**src/rtl/cpu_ctrl_sequencer_if.sv**
```systemverilog
// Handshake bundle between the clock generator / datapath side (master) and the
// instruction-cycle sequencer (slave): fetch/opcode/zero in, decoded controls out.
interface cpu_ctrl_sequencer_if;
    logic       fetch;
    logic [2:0] opcode;
    logic       zero;
    logic       inc_pc;
    logic       load_acc;
    logic       load_pc;
    logic       rd;
    logic       wr;
    logic       load_ir;
    logic       datactl_ena;
    logic       halt;
    logic       ena;
    logic [2:0] state;

    modport master (
        output fetch, opcode, zero,
        input  inc_pc, load_acc, load_pc, rd, wr, load_ir, datactl_ena, halt, ena, state
    );

    modport slave (
        input  fetch, opcode, zero,
        output inc_pc, load_acc, load_pc, rd, wr, load_ir, datactl_ena, halt, ena, state
    );
endinterface

```
**src/rtl/cpu_ctrl_sequencer.sv**
```systemverilog
// 8-state instruction-cycle sequencer; controls are registered and valid for the clk1 cycle after the edge entering a state.
// HALT_LATCH_EN: when defined, HLT freezes the sequencer in S3 with halt held until rst.
module cpu_ctrl_sequencer (
    input  logic                 i_clk1,
    input  logic                 i_rst,
    cpu_ctrl_sequencer_if.slave  io_seq
);
    localparam logic [2:0] OP_HLT = 3'b000;
    localparam logic [2:0] OP_SKZ = 3'b001;
    localparam logic [2:0] OP_ADD = 3'b010;
    localparam logic [2:0] OP_AND = 3'b011;
    localparam logic [2:0] OP_XOR = 3'b100;
    localparam logic [2:0] OP_LDA = 3'b101;
    localparam logic [2:0] OP_STO = 3'b110;
    localparam logic [2:0] OP_JMP = 3'b111;

    typedef enum logic [2:0] {S0, S1, S2, S3, S4, S5, S6, S7} state_t;

    typedef struct packed {
        logic inc_pc;
        logic load_acc;
        logic load_pc;
        logic rd;
        logic wr;
        logic load_ir;
        logic datactl_ena;
        logic halt;
    } ctrl_t;

    state_t r_state;
    logic   r_ena;
    ctrl_t  r_ctrl;
    state_t w_next;
    ctrl_t  w_dec;
`ifdef HALT_LATCH_EN
    logic   r_halted;
`endif

    // Controls for the state being entered, from the opcode/zero seen at this edge.
    function automatic ctrl_t decode(input state_t s, input logic [2:0] op, input logic z);
        ctrl_t c;
        logic  alu;
        logic  skz_z;
        c     = '0;
        alu   = (op == OP_ADD) || (op == OP_AND) || (op == OP_XOR) || (op == OP_LDA);
        skz_z = (op == OP_SKZ) && z;
        case (s)
            S0: begin
                c.rd      = 1'b1;
                c.load_ir = 1'b1;
            end
            S1: begin
                c.rd      = 1'b1;
                c.load_ir = 1'b1;
                c.inc_pc  = 1'b1;
            end
            S2: ;
            S3: begin
                c.inc_pc = 1'b1;
                c.halt   = (op == OP_HLT);
            end
            S4: begin
                c.rd          = alu;
                c.load_pc     = (op == OP_JMP);
                c.datactl_ena = (op == OP_STO);
                c.inc_pc      = skz_z;
            end
            S5: begin
                c.rd          = alu;
                c.load_acc    = alu;
                c.load_pc     = (op == OP_JMP);
                c.inc_pc      = (op == OP_JMP) || skz_z;
                c.wr          = (op == OP_STO);
                c.datactl_ena = (op == OP_STO);
            end
            S6: begin
                c.rd          = alu;
                c.datactl_ena = (op == OP_STO);
            end
            S7: c.inc_pc = skz_z;
            default: ;
        endcase
        return c;
    endfunction

    // Leaving the idle condition always lands in S0.
    assign w_next = r_ena ? state_t'(r_state + 3'd1) : S0;
    assign w_dec  = decode(w_next, io_seq.opcode, io_seq.zero);

    always_ff @(posedge i_clk1) begin
        if (i_rst) begin
            r_ena   <= 1'b0;
            r_state <= S0;
            r_ctrl  <= '0;
`ifdef HALT_LATCH_EN
            r_halted <= 1'b0;
`endif
        end
`ifdef HALT_LATCH_EN
        else if (r_halted) begin
            r_state <= S3;
        end
`endif
        else if (!r_ena && !io_seq.fetch) begin
            r_ctrl <= '0;
        end else begin
            r_ena   <= 1'b1;
            r_state <= w_next;
            r_ctrl  <= w_dec;
`ifdef HALT_LATCH_EN
            if (w_next == S3 && io_seq.opcode == OP_HLT) begin
                r_halted <= 1'b1;
                r_ctrl   <= '{halt: 1'b1, default: 1'b0};
            end
`endif
        end
    end

    assign io_seq.inc_pc      = r_ctrl.inc_pc;
    assign io_seq.load_acc    = r_ctrl.load_acc;
    assign io_seq.load_pc     = r_ctrl.load_pc;
    assign io_seq.rd          = r_ctrl.rd;
    assign io_seq.wr          = r_ctrl.wr;
    assign io_seq.load_ir     = r_ctrl.load_ir;
    assign io_seq.datactl_ena = r_ctrl.datactl_ena;
    assign io_seq.halt        = r_ctrl.halt;
    assign io_seq.ena         = r_ena;
    assign io_seq.state       = r_state;
endmodule

```
**src/flat_wrapper.sv**
```systemverilog
// flat-port wrapper written by rule: the top's interface ports become plain ports
module cpu_ctrl_sequencer_flat 
  (i_clk1, i_rst, io_seq_fetch, io_seq_opcode, io_seq_zero, io_seq_inc_pc, io_seq_load_acc, io_seq_load_pc, io_seq_rd, io_seq_wr, io_seq_load_ir, io_seq_datactl_ena, io_seq_halt, io_seq_ena, io_seq_state);
  cpu_ctrl_sequencer_if io_seq_i ();
  input  logic i_clk1;
  input  logic i_rst;
  input wire logic [$bits(io_seq_i.fetch)-1:0] io_seq_fetch;
  input wire logic [$bits(io_seq_i.opcode)-1:0] io_seq_opcode;
  input wire logic [$bits(io_seq_i.zero)-1:0] io_seq_zero;
  output wire logic [$bits(io_seq_i.inc_pc)-1:0] io_seq_inc_pc;
  output wire logic [$bits(io_seq_i.load_acc)-1:0] io_seq_load_acc;
  output wire logic [$bits(io_seq_i.load_pc)-1:0] io_seq_load_pc;
  output wire logic [$bits(io_seq_i.rd)-1:0] io_seq_rd;
  output wire logic [$bits(io_seq_i.wr)-1:0] io_seq_wr;
  output wire logic [$bits(io_seq_i.load_ir)-1:0] io_seq_load_ir;
  output wire logic [$bits(io_seq_i.datactl_ena)-1:0] io_seq_datactl_ena;
  output wire logic [$bits(io_seq_i.halt)-1:0] io_seq_halt;
  output wire logic [$bits(io_seq_i.ena)-1:0] io_seq_ena;
  output wire logic [$bits(io_seq_i.state)-1:0] io_seq_state;
  assign io_seq_i.fetch = io_seq_fetch;
  assign io_seq_i.opcode = io_seq_opcode;
  assign io_seq_i.zero = io_seq_zero;
  assign io_seq_inc_pc = io_seq_i.inc_pc;
  assign io_seq_load_acc = io_seq_i.load_acc;
  assign io_seq_load_pc = io_seq_i.load_pc;
  assign io_seq_rd = io_seq_i.rd;
  assign io_seq_wr = io_seq_i.wr;
  assign io_seq_load_ir = io_seq_i.load_ir;
  assign io_seq_datactl_ena = io_seq_i.datactl_ena;
  assign io_seq_halt = io_seq_i.halt;
  assign io_seq_ena = io_seq_i.ena;
  assign io_seq_state = io_seq_i.state;
  cpu_ctrl_sequencer u_core (.i_clk1(i_clk1), .i_rst(i_rst), .io_seq(io_seq_i));
endmodule
```
**config.mk**
```make
export PLATFORM = sky130hd
export DESIGN_NAME = cpu_ctrl_sequencer_flat
export DESIGN_NICKNAME = d
export VERILOG_FILES = /design/src/rtl/cpu_ctrl_sequencer_if.sv /design/src/rtl/cpu_ctrl_sequencer.sv /design/src/flat_wrapper.sv
export SDC_FILE = /design/constraint.sdc
export NUM_CORES = 1
export LEC_CHECK = 0
export BUFFER_PORTS_ARGS = -buffer_cell sky130_fd_sc_hd__buf_2
export CORE_AREA = 2 2 39 41
export DETAILED_ROUTE_END_ITERATION = 8
export DIE_AREA = 0 0 41 43
export GPL_TIMING_DRIVEN = 1
export PLACE_DENSITY = 0.64
export SYNTH_ARGS = -nofsm -noshare
export SYNTH_HDL_FRONTEND = slang
export SYNTH_SLANG_ARGS = --single-unit
```
**constraint.sdc**
```tcl
create_clock -name i_clk1 -period 1.5 [get_ports i_clk1]
set_clock_uncertainty 0.1 [all_clocks]
set_input_delay 0.3 -clock i_clk1 [delete_from_list [all_inputs] [get_ports i_clk1]]
set_output_delay 0.3 -clock i_clk1 [all_outputs]
set_load 0.01 [all_outputs]
```
Word-level counts from Yosys, hierarchy flattened:

Cells that the tools add are included.

* mux-type cells: 4
* add/subtract/negate cells: 1
* eq/ne operators: 13
* reduce and logical (&&, ||, !) cells: 20
* bitwise logic cells: 4

Operators with widths (number)
* 3-bit equality test, second input constant: 8
* 3-bit OR reduction: 5
* 2-bit OR reduction: 5
* 3-bit by 2-bit equality test with 1-bit output, second input constant: 3
* 3-bit by 1-bit equality test with 1-bit output, second input constant: 2
* 3-bit logical NOT: 2
* 1-bit logical OR: 4
* 1-bit inverter: 4
* 3-bit by 1-bit adder with 3-bit output, second input constant: 1
* 3-bit 2-to-1 mux: 1
* 1-bit case mux with 3 select lines: 1
* 1-bit logical AND: 2
* 1-bit logical NOT: 2
* 1-bit case mux with 2 select lines: 1
* 1-bit 2-to-1 mux: 1

* flip-flop bits (word level): 12
* input port bits: 7
* logic and storage cells: 52

Logic depth before layout (Yosys ltp):

Gate-level depths: netlist (run 1).

* depth in word-level cells: 6
* gate-level depth with buffers: 4
* gate-level depth less buffers: 4

Least setup slack after synthesis (run 1):

Ideal clock, no wire load.

* kind: register to register
* start point: register u_core.r_state[0], in the netlist u_core.io_seq.state[0]
* end point: register u_core.r_ctrl (netlist bit u_core.io_seq.inc_pc)
* path slack: 40 ps
* data required time: 1284 ps
* stages on the path, launching flop included: 5
* data arrival time: 1244 ps
* path buffers: 0
* clock period less this slack: 1460 ps
* cell sequence: dfxtp_1 -> ha_1 -> xor2_1 -> a311oi_1 -> a41o_1

* longest elaborated chain between the ends: 5
* elaborated cells on any way between the ends: 10

RTL lines
* start: declaration: RTL line cpu_ctrl_sequencer.sv:30 `state_t r_state;`
* start signal: assignment: RTL line cpu_ctrl_sequencer.sv:108 `r_state <= w_next;`
* 3-bit by 1-bit adder with 3-bit output *: RTL line cpu_ctrl_sequencer.sv:87 `assign w_next = r_ena ? state_t'(r_state + 3'd1) : S0;`
* 3-bit 2-to-1 mux *: RTL line cpu_ctrl_sequencer.sv:87
* 3-bit equality test (tied with other cells): RTL line cpu_ctrl_sequencer.sv:47 `case (s)`
* 2-bit OR reduction (no source line)
* 1-bit case mux with 3 select lines *: RTL line cpu_ctrl_sequencer.sv:47
* end signal: assignment: RTL line cpu_ctrl_sequencer.sv:109 `r_ctrl <= w_dec;`
* end: declaration: RTL line cpu_ctrl_sequencer.sv:32 `ctrl_t r_ctrl;`

Every way passes the cells marked *; elsewhere a longest branch is shown, timed or not.
A chain may end at the register's enable or synchronous reset.

Worst setup path after layout (run 1):

* start point: register u_core.r_state[1], in the netlist u_core.io_seq.state[1]
* end point: register u_core.r_ctrl (netlist bit u_core.io_seq.inc_pc)

The elaborated chain is that of the path after synthesis.

==> flow_metrics.py, run 1 <==
metrics = {
    "outcome": {
        "outcome": "completed",
    },
    "placed_design": {
        "gp_congestion": 0.827,
        "hpwl_um": 808,
        "io_buffers": 18,
    },
    "clock_tree": {
        "htree_levels": 1,
        "cts_tree": "done",
        "cts_buffers": 3,
        "clock_sinks": 12,
        "clockBufferDepth": 2,
        "cts.clk_slew.worst_paths_ps": 80,
        "clk_latency_ps": 270,
        "cts_root_buffer": "clkbuf_4",
        "postCtsSetupBuffers": 0,
    },
    "drt": {
        "drt_iter0_drc": 9,
        "wl_um": 1190,
        "drt-wirelength-per-cell_um": 12.7,
        "drt_pre_antenna_iters": 4,
        "ant_nets": 0,
        "drcViolationCount": 0,
        "dr_total_vias": 480,
        "vias_per_cell": 5.16,
    },
    "floorplanning": {
        "io_pins": 19,
        "die_h_um": 43,
        "die-width_um": 41,
        "core_area_sq_um": 1380,
        "row_count": 14,
        "start_util_pct": 37.4,
        "die_area_sq_um": 1760,
    },
    "synth": {
        "avgSynthCellArea_sq_um": 9.96,
        "synth_area_sq_um": 518,
        "yosysTopAreaCell": "dfxtp_1",
        "yosys_warnings": 0,
        "yosysUniqueCellTypes": 27,
        "synthCells": 52,
        "synth.area.top_cells": "dfxtp_1 (46%), o21bai_4 (3.6%), nor4b_1 (3.4%)",
        "synth_edf_count": 0,
        "synth_top_area_share_pct": 46.4,
        "synth_nets": 60,
        "ys_seq_area_share_pct": 46.4,
        "synthFlopType": "dfxtp_1",
        "async_flop_share_pct": 0,
        "synth-seq-cells": 12,
    },
    "global_routing": {
        "overflow": 0,
        "track_usage_pct": 14.8,
        "antenna_found_initial": 0,
        "grt_pass1_vias": 441,
        "grt_first_pass_wirelength_um": 1820,
        "grt_max_degree": 14,
    },
    "cells_and_area": {
        "synthToLayoutAreaGrowth_pct": 35.7,
        "final_common_cell": "buf_2",
        "diodes": 0,
        "drive_gt1_share_pct": 42.9,
        "num-nets-final": 86,
        "layout_common_cells": "buf_2 (18), dfxtp_1 (12), buf_4 (5)",
    },
    "timing": {
        "setup-tns-final_ps": 0,
        "tightest_slew_ps": 253,
        "min_period_ps": 1420,
        "max_slew_margin_pct": 82.9,
        "hold_viol_final": 0,
        "drv_slew": 0,
        "max_freq_ghz": 0.703,
        "setup_violations": 0,
        "grt_setup_unrepaired": "false",
        "min_period_over_period_pct": 94.8,
        "hold_ws_ps": 152,
    },
    "worst_setup_path": {
        "slowest_stage": "dfxtp_1",
        "critPathArrivalTime_ps": 1550,
        "timing.critical_path.cells": "ha_2 > nand4b_1 > a311oi_2 > a41o_1",
        "cp-start-kind": "register",
        "critical_path_class": "register to register",
        "endpoint_kind": "register",
        "slowest_delay_ps": 350,
        "worstPathRequired_ps": 1620,
        "cp_max_fo": 3,
        "worst_path_dominant_cell_family": "compound AO/OA/AOI/OAI gates",
        "crit_buf_inv": 0,
    },
    "job": {
        "drv_cap": 0,
    },
    "power": {
        "leakagePower_nw": 0.312,
        "peakVddDrop_v": 0.000509,
        "power_density_nw_per_um2": 985,
    },
    "hold_path": {
        "min_path_type": "primary input to register",
    },
}
[worst paths after layout]
check / to / depth (start not counted) / from / slack [ps]
setup / recovery: u_core.io_seq.inc_pc / 4 / u_core.io_seq.state[1] / 80
setup reg to reg: u_core.io_seq.inc_pc / 4 / u_core.io_seq.state[1] / 80
hold / removal: u_core.io_seq.halt / 2 / io_seq_opcode[0] / 150
hold reg to reg: u_core.io_seq.ena / 2 / u_core.io_seq.ena / 440
[metrics by stage]
stage | std cells | setup WS (ps) | utilization [%] | cell area [sq um] | power [mW]
2_1_floorplan | 52 | 40.0 | - | 518 | 0.396
3_3_place_gp | 89 | 106 | 47.0 | 651 | 0.437
3_5_place_dp | 89 | 51.4 | 47.0 | 651 | 0.438
4_1_cts | 93 | 41.7 | 49.6 | 687 | 0.692
5_1_grt | 93 | 15.0 | 50.8 | 703 | 0.728
6_report | 93 | 78.1 | 50.8 | 703 | 0.693
[worst register-to-register path, cell delays in order, from the launching register on]
cell	delay [ps]
dfxtp_1	350
ha_2	290
nand4b_1	250
a311oi_2	260
a41o_1	130
[registers in the layout (all words and copies together), names as in the netlist]
register,count
u_core.io_seq.wr,1
u_core.io_seq.load_pc,1
u_core.io_seq.datactl_ena,1
u_core.io_seq.ena,1
u_core.io_seq.load_acc,1
u_core.io_seq.halt,1
u_core.io_seq.rd,1
u_core.io_seq.load_ir,1
u_core.io_seq.state,3
u_core.io_seq.inc_pc,1
[synth_stat cells, drive strengths merged, types with 2 or more instances]
library cell and n:
a21oi 3, nor4 3, nor4b 2, o21ai 2, xor2 2, dfxtp 12, nor2b 2, nor2 4
inv 2, nand2 3, nand2b 2
[cells by family after synthesis]
group           count (synthesis)  synth area share [%]
simple gates                   21                  25.8
compound gates                 11                  15.9
flops                          12                  46.4
xor+xnor                        3                  5.07
fa+ha+maj                       1                  2.42
buf+inv                         4                  4.35
[power by group]
part           internal (mW)  switching (mW)  total (mW)
logic                 0.0439          0.0565       0.100
clock network          0.148           0.111       0.258
registers              0.329         0.00477       0.334
[per-layer routing]
| metal | up-vias | global-route usage (%) | wire [um] |
|---|---|---|---|
| li1 | 242 | - | - |
| met1 | 216 | 21.0 | 498 |
| met2 | 18 | 20.0 | 592 |
| met3 | 4 | 3.14 | 61 |
| met4 | 0 | 8.00 | 32 |
| met5 | - | 0 | 0 |
[timing repair]
action / 4_1_cts / 5_1_grt
hold buffers: 0 / 0
endpoints found under the setup margin: 0 / 2
gates resized for setup: 0 / 3
[cell type report]
cell class / instances / area (sq um)
multi-input cells: 36 / 272
inverters: 2 / 7.51
flip-flops and latches: 12 / 240
well taps: 16 / 20.0
repair buffers: 23 / 128
fillers: 135 / 681
clock buffers: 4 / 36.3
No activity file was read; power rests on OpenSTA's default activity.
==> inputs of run 2 (changes only) <==
CAP_MARGIN = 10   (was unset)
PLACE_DENSITY = 0.65   (was 0.64)
clock period = 1.76 ns   (was 1.5 ns; I/O delays follow)
==> flow_metrics.py, run 2 (same netlist as run 1, synthesis figures left out) <==
metrics = {
    "floorplanning": {
        "die_h_um": 43,
        "row_count": 14,
        "core_area_sq_um": 1380,
        "start_util_pct": 37.4,
        "die-width_um": 41,
        "die_area_sq_um": 1760,
        "io_pins": 19,
    },
    "cells_and_area": {
        "synthToLayoutAreaGrowth_pct": 28.3,
        "drive_gt1_share_pct": 36.5,
        "final_common_cell": "buf_2",
        "num-nets-final": 83,
        "diodes": 0,
        "layout_common_cells": "buf_2 (18), dfxtp_1 (12), nor2_1 (4)",
        "fin_cells": 90,
        "largest_reg_flops": 3,
    },
    "timing": {
        "min_period_over_period_pct": 87.3,
        "max_freq_ghz": 0.651,
        "drv_slew": 0,
        "setup-tns-final_ps": 0,
        "min_period_ps": 1540,
        "grt_setup_unrepaired": "false",
        "max_slew_margin_pct": 80.2,
        "setup_violations": 0,
        "hold_viol_final": 0,
        "tightest_slew_ps": 293,
    },
    "placed_design": {
        "gp_congestion": 0.847,
        "io_buffers": 18,
        "dp_cells": 86,
        "hpwl_um": 808,
    },
    "power": {
        "peakVddDrop_v": 0.000469,
        "switching_share_pct": 23.5,
        "seqPwrFrac_pct": 50.0,
        "internal_power_uw": 437,
        "clkPwrFrac_pct": 37.0,
        "leakagePower_nw": 0.299,
        "power_density_nw_per_um2": 859,
        "p_comb_share_pct": 12.9,
        "p_total_uw": 571,
        "switching_power_uw": 134,
    },
    "outcome": {
        "outcome": "completed",
    },
    "worst_setup_path": {
        "critical_path_class": "register to register",
        "cp-start-kind": "register",
        "cp_max_fo": 6,
        "worstPathRequired_ps": 1870,
        "endpoint_kind": "register",
        "reg2reg_slack_ps": 220,
        "critPathArrivalTime_ps": 1650,
    },
    "clock_tree": {
        "clock_sinks": 12,
        "cts_root_buffer": "clkbuf_4",
        "postCtsSetupBuffers": 0,
        "clk_latency_ps": 260,
        "clockBufferDepth": 2,
        "cts_buffers": 3,
        "htree_levels": 1,
        "cts.clk_slew.worst_paths_ps": 80,
        "postCtsHoldBufs": 0,
        "cts_resized": 0,
        "cts_tree": "done",
    },
    "global_routing": {
        "overflow": 0,
        "grt_max_degree": 14,
        "grt_first_pass_wirelength_um": 1770,
        "antenna_found_initial": 0,
        "track_usage_pct": 14.7,
        "grt_pass1_vias": 408,
    },
    "drt": {
        "dr_total_vias": 461,
        "wl_um": 1020,
        "drcViolationCount": 0,
        "drt_pre_antenna_iters": 4,
        "vias_per_cell": 5.12,
        "ant_nets": 0,
        "drt_iter0_drc": 9,
        "drt-wirelength-per-cell_um": 11.4,
    },
    "job": {
        "drv_cap": 0,
    },
    "hold_path": {
        "min_path_type": "primary input to register",
    },
}
-- run 2: worst paths after layout --
path,start,endpoint,depth (start not counted)
hold / removal,io_seq_opcode[0],u_core.io_seq.halt,2
hold reg to reg,u_core.io_seq.state[0],u_core.io_seq.state[0],2
setup / recovery,u_core.io_seq.state[0],u_core.io_seq.inc_pc,4
setup reg to reg,u_core.io_seq.state[0],u_core.io_seq.inc_pc,4
-- run 2: power by group through the flow --
stage                     Clock [mW]  Sequential [mW]  Combinational, mW
after floorplan                    0            0.298             0.0398
after global placement             0            0.292             0.0731
after detailed placement           0            0.292             0.0737
after CTS                      0.218            0.286             0.0737
after global routing           0.244            0.287             0.0816
final                          0.211            0.286             0.0738
-- run 2: through the flow --
| step | setup slack [ps] | hold WS (ps) | utilization (%) | cell area, sq um |
|---|---|---|---|---|
| after floorplan | 300 | 331 | - | 518 |
| after global routing | 111 | 204 | 48.0 | 664 |
| after global placement | 250 | 400 | 45.4 | 628 |
| after CTS | 222 | 204 | 48.0 | 664 |
| after detailed placement | 245 | 415 | 45.4 | 628 |
| final | 223 | 220 | 48.0 | 664 |
-- run 2: critical path, stage by stage (launching register included) --
cell	delay [ps]
dfxtp_1	350
ha_1	390
nand4b_1	230
a311oi_1	300
a41o_1	120
-- run 2: layer usage --
metal / track usage, % / share of wire (%) / vias up
li1: - / - / 238
met1: 20.1 / 42 / 207
met2: 21.6 / 49 / 14
met3: 3.14 / 7.9 / 2
met4: 6.00 / 0.88 / 0
met5: 0 / 0 / -
-- run 2: layout make-up --
class	count	area, sq um
sequential	12	240
clock buffer	4	36.3
multi-input combinational	36	255
fill	145	719
timing repair buffer	20	105
tap	16	20.0
inverter	2	7.51
